$ cat src/rtl/bus_req_master.sv
// bus_req_master: queues client burst commands, requests the shared bus from
// the arbiter, and once granted drives the burst beats. It also keeps
// issue/beat counters and a sticky grant-timeout flag.
module bus_req_master #(
  parameter int FIFO_DEPTH = 4,
  parameter int ADDR_W     = 32,
  parameter int LEN_W      = 4,
  parameter int TIMEOUT    = 255
) (
  input  logic              clk,
  input  logic              rst_n,
  input  logic              cmd_valid,
  output logic              cmd_ready,
  input  logic [ADDR_W-1:0] cmd_addr,
  input  logic [LEN_W-1:0]  cmd_len,
  output logic              request,
  input  logic              grant,
  output logic              bus_valid,
  output logic [ADDR_W-1:0] bus_addr,
  output logic              bus_last,
  output logic              busy,
  output logic              timeout_err,
  output logic [31:0]       issued_count,
  output logic [31:0]       beat_count
);

  localparam int PTR_W  = (FIFO_DEPTH > 1) ? $clog2(FIFO_DEPTH) : 1;
  localparam int CNT_W  = PTR_W + 1;
  localparam int WAIT_W = 16;

  typedef enum logic [1:0] {S_IDLE, S_REQ, S_XFER} state_t;

  state_t            r_state;
  state_t            w_state_next;

  logic [ADDR_W-1:0] r_mem_addr [FIFO_DEPTH];
  logic [LEN_W-1:0]  r_mem_len  [FIFO_DEPTH];
  logic [PTR_W-1:0]  r_wr_ptr;
  logic [PTR_W-1:0]  r_rd_ptr;
  logic [CNT_W-1:0]  r_occ;
  logic [CNT_W-1:0]  w_occ_next;
  logic              r_cmd_ready;

  logic              w_push;
  logic              w_pop;
  logic              w_empty;
  logic              w_enter_req;
  logic              w_wait_inc;
  logic              w_beat_adv;
  logic              w_burst_end;

  logic [ADDR_W-1:0] w_head_addr;
  logic [LEN_W-1:0]  w_head_len;
  logic [ADDR_W-1:0] r_base;
  logic [LEN_W-1:0]  r_len;
  logic [LEN_W-1:0]  r_beat;
  logic [LEN_W-1:0]  w_beat_nxt;
  logic [WAIT_W-1:0] r_wait;

  logic              r_request;
  logic              r_bus_valid;
  logic [ADDR_W-1:0] r_bus_addr;
  logic              r_bus_last;
  logic              r_timeout_err;
  logic [31:0]       r_issued;
  logic [31:0]       r_beats;

  // cmd_ready is a registered copy of !full, so it is 0 during reset and a
  // push is refused while full even if a pop happens in the same cycle.
  assign w_push      = cmd_valid && r_cmd_ready;
  assign w_empty     = (r_occ == '0);
  assign w_head_addr = r_mem_addr[r_rd_ptr];
  assign w_head_len  = r_mem_len[r_rd_ptr];
  assign w_beat_nxt  = r_beat + 1'b1;

  assign cmd_ready    = r_cmd_ready;
  assign request      = r_request;
  assign bus_valid    = r_bus_valid;
  assign bus_addr     = r_bus_addr;
  assign bus_last     = r_bus_last;
  assign timeout_err  = r_timeout_err;
  assign issued_count = r_issued;
  assign beat_count   = r_beats;
  assign busy         = (r_state != S_IDLE) || !w_empty;

  // Next occupancy: a simultaneous push and pop leaves it unchanged.
  always_comb begin
    w_occ_next = r_occ;
    if (w_push && !w_pop) begin
      w_occ_next = r_occ + 1'b1;
    end else if (!w_push && w_pop) begin
      w_occ_next = r_occ - 1'b1;
    end
  end

  // FIFO storage write; contents need no reset since pointers define validity.
  always_ff @(posedge clk) begin
    if (w_push) begin
      r_mem_addr[r_wr_ptr] <= cmd_addr;
      r_mem_len[r_wr_ptr]  <= cmd_len;
    end
  end

  // FIFO pointers, occupancy and the registered ready flag.
  always_ff @(posedge clk or negedge rst_n) begin
    if (!rst_n) begin
      r_wr_ptr    <= '0;
      r_rd_ptr    <= '0;
      r_occ       <= '0;
      r_cmd_ready <= 1'b0;
    end else begin
      if (w_push) r_wr_ptr <= r_wr_ptr + 1'b1;
      if (w_pop)  r_rd_ptr <= r_rd_ptr + 1'b1;
      r_occ       <= w_occ_next;
      r_cmd_ready <= (w_occ_next != CNT_W'(FIFO_DEPTH));
    end
  end

  // FSM state register.
  always_ff @(posedge clk or negedge rst_n) begin
    if (!rst_n) r_state <= S_IDLE;
    else        r_state <= w_state_next;
  end

  // Next-state and control strobes; grant only matters while in REQ, so a
  // lagging grant after request falls is ignored.
  always_comb begin
    w_state_next = r_state;
    w_pop        = 1'b0;
    w_enter_req  = 1'b0;
    w_wait_inc   = 1'b0;
    w_beat_adv   = 1'b0;
    w_burst_end  = 1'b0;
    case (r_state)
      S_IDLE: begin
        if (!w_empty) begin
          w_state_next = S_REQ;
          w_enter_req  = 1'b1;
        end
      end
      S_REQ: begin
        if (grant) begin
          w_pop        = 1'b1;
          w_state_next = S_XFER;
        end else begin
          w_wait_inc   = 1'b1;
        end
      end
      S_XFER: begin
        if (r_bus_last) begin
          w_burst_end  = 1'b1;
          w_state_next = S_IDLE;
        end else begin
          w_beat_adv   = 1'b1;
        end
      end
      default: w_state_next = S_IDLE;
    endcase
  end

  // Request, wait/timeout tracking, beat generation and counters.
  always_ff @(posedge clk or negedge rst_n) begin
    if (!rst_n) begin
      r_request     <= 1'b0;
      r_wait        <= '0;
      r_timeout_err <= 1'b0;
      r_base        <= '0;
      r_len         <= '0;
      r_beat        <= '0;
      r_bus_valid   <= 1'b0;
      r_bus_addr    <= '0;
      r_bus_last    <= 1'b0;
      r_issued      <= '0;
      r_beats       <= '0;
    end else begin
      if (w_enter_req) begin
        r_request <= 1'b1;
        r_wait    <= '0;
      end
      if (w_wait_inc) begin
        // Saturate at TIMEOUT; the flag is sticky and the request is held.
        if (r_wait != WAIT_W'(TIMEOUT)) r_wait <= r_wait + 1'b1;
        if (r_wait == WAIT_W'(TIMEOUT - 1)) r_timeout_err <= 1'b1;
      end
      if (w_pop) begin
        // The first beat is presented straight from the FIFO head so it is
        // valid the cycle after grant is sampled.
        r_request   <= 1'b0;
        r_base      <= w_head_addr;
        r_len       <= w_head_len;
        r_beat      <= '0;
        r_bus_valid <= 1'b1;
        r_bus_addr  <= w_head_addr;
        r_bus_last  <= (w_head_len == '0);
        r_issued    <= r_issued + 1'b1;
      end
      if (w_beat_adv) begin
        r_beat     <= w_beat_nxt;
        r_bus_addr <= r_base + (ADDR_W'(w_beat_nxt) << 2);
        r_bus_last <= (w_beat_nxt == r_len);
      end
      if (w_burst_end) begin
        r_bus_valid <= 1'b0;
        r_bus_last  <= 1'b0;
        r_bus_addr  <= '0;
      end
      if (w_beat_adv || w_burst_end) begin
        r_beats <= r_beats + 1'b1;
      end
    end
  end

endmodule

$ cat config.mk
export PLATFORM = sky130hd
export DESIGN_NAME = bus_req_master
export DESIGN_NICKNAME = d
export VERILOG_FILES = /design/src/rtl/bus_req_master.sv
export SDC_FILE = /design/constraint.sdc
export NUM_CORES = 1
export LEC_CHECK = 0
export CAP_MARGIN = 20
export CORE_MARGIN = 1.5
export CORE_UTILIZATION = 40
export CTS_BUF_LIST = sky130_fd_sc_hd__clkbuf_8 sky130_fd_sc_hd__clkbuf_16
export CTS_CLUSTER_DIAMETER = 80
export DETAILED_ROUTE_END_ITERATION = 7
export SLEW_MARGIN = 20
export SYNTH_ARGS = -nofsm -noshare
export SYNTH_HDL_FRONTEND = slang
export SYNTH_SLANG_ARGS = --single-unit
$ cat constraint.sdc
create_clock -name clk -period 6.53 [get_ports clk]
set_clock_uncertainty 0.15 [all_clocks]
set_input_delay 0.653 -clock clk [delete_from_list [all_inputs] [get_ports clk]]
set_output_delay 0.653 -clock clk [all_outputs]
set_load 0.1 [all_outputs]
==> flow_summary.ini <==
[outcome]
status = completed

[power]
p_leak_nw = 6.35
vdd_drop_max_uv = 349
powerDensity_mw_per_mm2 = 469

[placed_design]
portBuffers = 141
place_congestion = 0.800
dp_hpwl_um = 18400

[logic_synthesis]
synth_seq_cells = 310
synth_edf_count = 144
synth_warnings = 0
synthesis.area_sq_mm = 0.0131
syn_nets = 1029
postSynthAreaPerCell_sq_um = 13.4
async_flop_share_pct = 53.5
synth_seq_area_share_pct = 64.9
syn_inst = 972
ys.flop_type = dfrtp_1
synthDistinctLibCells = 53

[clocking]
cts_tree = done
clk_pin_slew_worst_paths_ns = 0.06
cts.repair.resized = 0
clock-sinks = 310
insertion_delay_ns = 0.52
clockBufferDepth = 3
cts_hold_buffers = 0
postCtsSetupBuffers = 0
htree_levels = 2
cts_buffers = 35
clock-root-buffer = clkbuf_16

[worst_hold_path]
min_path_type = input pin to asynchronous set/reset pin

[timing]
period_needed_ns = 3.33
worst_pin_slew_ns = 1.06
setup_viol = 0
max_freq_ghz = 0.300
maxSlewViolCount = 0
rsz0062_at_grt = no
tns_ns = 0
finalHoldViolations = 0
relSlewSlack_pct = 29.2
hold_slack_ns = 0.0918
period_share_pct = 51.0

[finish]
multiInputGateArea_sq_mm = 0.00438
antenna_cells = 0
synthToLayoutAreaGrowth_pct = 22.7
drive_above_1_share_pct = 9.75
register_area_sq_mm = 0.00848
final_cell_mix = nand2_1, dfrtp_1, edfxtp_1
nets = 1181
nFillCells = 2794

[run]
drv_cap = 0

[global_routing]
grt_pass1_wl_um = 44400
antenna_found_initial = 0
grt_start_max_net_pins = 104
track_usage_pct = 16.9
gr-total-overflow = 0
grt_pass1_vias = 7963

[setup_path]
timing.critical_path.from = r_occ[1]
cp_max_fo = 4
timing.rr.start = r_beat[0]
reg2reg_slack_ns = 3.39
r2r_cells = 8
path_class = register to output pin
end_kind = output pin
r2r-end = bus_addr[18]
endpoint = busy
arrival_ns = 2.53
worstPathRequired_ns = 5.73
critPathLaunchType = register

[route]
vias = 8036
viasPerCell = 5.07
drt_iter0_drc = 650
drc = 0
antenna_left = 0
drt_wl_total_um = 27800
wl_per_cell_um = 17.6
first_pass_iters = 5

[die]
ios = 142
die_h_um = 184
die_w_um = 184
rows = 65
dieArea_sq_mm = 0.0337
initial_core_util_pct = 41.0
core_sq_mm = 0.0319
==> registers in the layout, summed over array words and instances, names as in the netlist <==
| register | flops |
|---|---|
| beat_count | 32 |
| bus_addr | 32 |
| bus_last | 1 |
| bus_valid | 1 |
| cmd_ready | 1 |
| issued_count | 32 |
| r_base | 32 |
| r_beat | 4 |
| r_len | 4 |
| r_mem_addr | 128 |
| r_mem_len | 16 |
| r_occ | 3 |
| r_rd_ptr | 2 |
| r_state | 2 |
| r_wait | 16 |
| r_wr_ptr | 2 |
| request | 1 |
| timeout_err | 1 |
==> stage by stage <==
stage | cells | power [mW] | setup WS (ns) | utilization (%) | instance area (sq um)
final | 1584 | 7.51 | 3.20 | 50.3 | 16000
after global routing | 1584 | 7.90 | 3.13 | 50.3 | 16000
after CTS | 1584 | 7.60 | 3.17 | 50.3 | 16000
after detailed placement | 1522 | 5.75 | 3.11 | 46.9 | 14900
after global placement | 1522 | 5.72 | 3.13 | 46.9 | 14900
after floorplan | 972 | 4.94 | 3.64 | - | 13100
==> critical path, stage by stage, from the launching register on <==
cell             delay, ns
dfrtp_1               0.40
inv_1                 0.09
ha_1                  0.17
nor2b_1               0.14
nand2_1               0.08
clkdlybuf4s50_1       1.13
==> logic make-up after synthesis <==
logic type | after synthesis | share of synthesized area (%)
flops | 310 | 64.9
mux | 45 | 6.83
simple gates | 359 | 13.7
compound gates | 85 | 4.26
buf+inv | 52 | 1.62
fa+ha+maj | 17 | 1.69
xor+xnor | 104 | 6.98
==> per-layer routing <==
metal / routed length, um / vias up / track usage (%) / part of all wire [%]
met5: 0 / - / 0 / 0
met4: 473 / 0 / 4.26 / 1.7
met3: 1400 / 36 / 2.73 / 5.0
met2: 12400 / 188 / 25.8 / 45
met1: 13500 / 3983 / 25.0 / 49
li1: - / 3829 / - / -
==> layout make-up <==
| class | count | share of cell area, % |
|---|---|---|
| Sequential cell | 310 | 52.9 |
| Clock buffer | 41 | 6.05 |
| Inverter | 18 | 0.422 |
| Tap cell | 435 | 3.40 |
| Clock inverter | 21 | 0.687 |
| Timing Repair Buffer | 149 | 9.19 |
| Multi-Input combinational cell | 610 | 27.3 |
==> synthesized netlist by cell type (4+ instances only) <==
cell type / count / area (sq um)
mux4_2: 35 / 788
inv_1: 18 / 67.6
and3_1: 20 / 125
nor2b_1: 6 / 37.5
buf_2: 7 / 35.0
nor4_1: 8 / 50.1
nand2b_1: 4 / 25.0
nand2_1: 165 / 619
nand4_1: 28 / 175
nand3_1: 30 / 150
mux2i_1: 7 / 70.1
a21oi_1: 15 / 75.1
edfxtp_1: 144 / 4320
o21ai_0: 24 / 120
and4_1: 10 / 87.6
xnor2_1: 61 / 534
clkbuf_1: 22 / 82.6
ha_1: 16 / 200
dfrtp_1: 166 / 4150
xor2_1: 43 / 377
a21o_1: 10 / 75.1
and2_1: 14 / 87.6
o211ai_1: 22 / 165
nor3_1: 11 / 55.1
nor2_1: 36 / 135
==> how the worst min path moves through the flow <==
stage                                 to  depth (start not counted)            from  slack [ns]
after global placement    beat_count[31]                          1  beat_count[31]        0.31
final                     beat_count[18]                          1           rst_n        0.09
after CTS                 beat_count[24]                          1           rst_n        0.15
after detailed placement  beat_count[31]                          1  beat_count[31]        0.31
after floorplan            beat_count[0]                          0           rst_n        0.21
after global routing      beat_count[17]                          1           rst_n        0.18
==> power by group <==
part | leakage [nW] | internal (mW) | switching [mW]
Combinational | 2.31 | 0.878 | 1.91
Clock | 0.555 | 1.06 | 0.766
Sequential | 3.49 | 2.52 | 0.370
Total | 6.35 | 4.46 | 3.05
No activity file was read; power rests on OpenSTA's default activity.
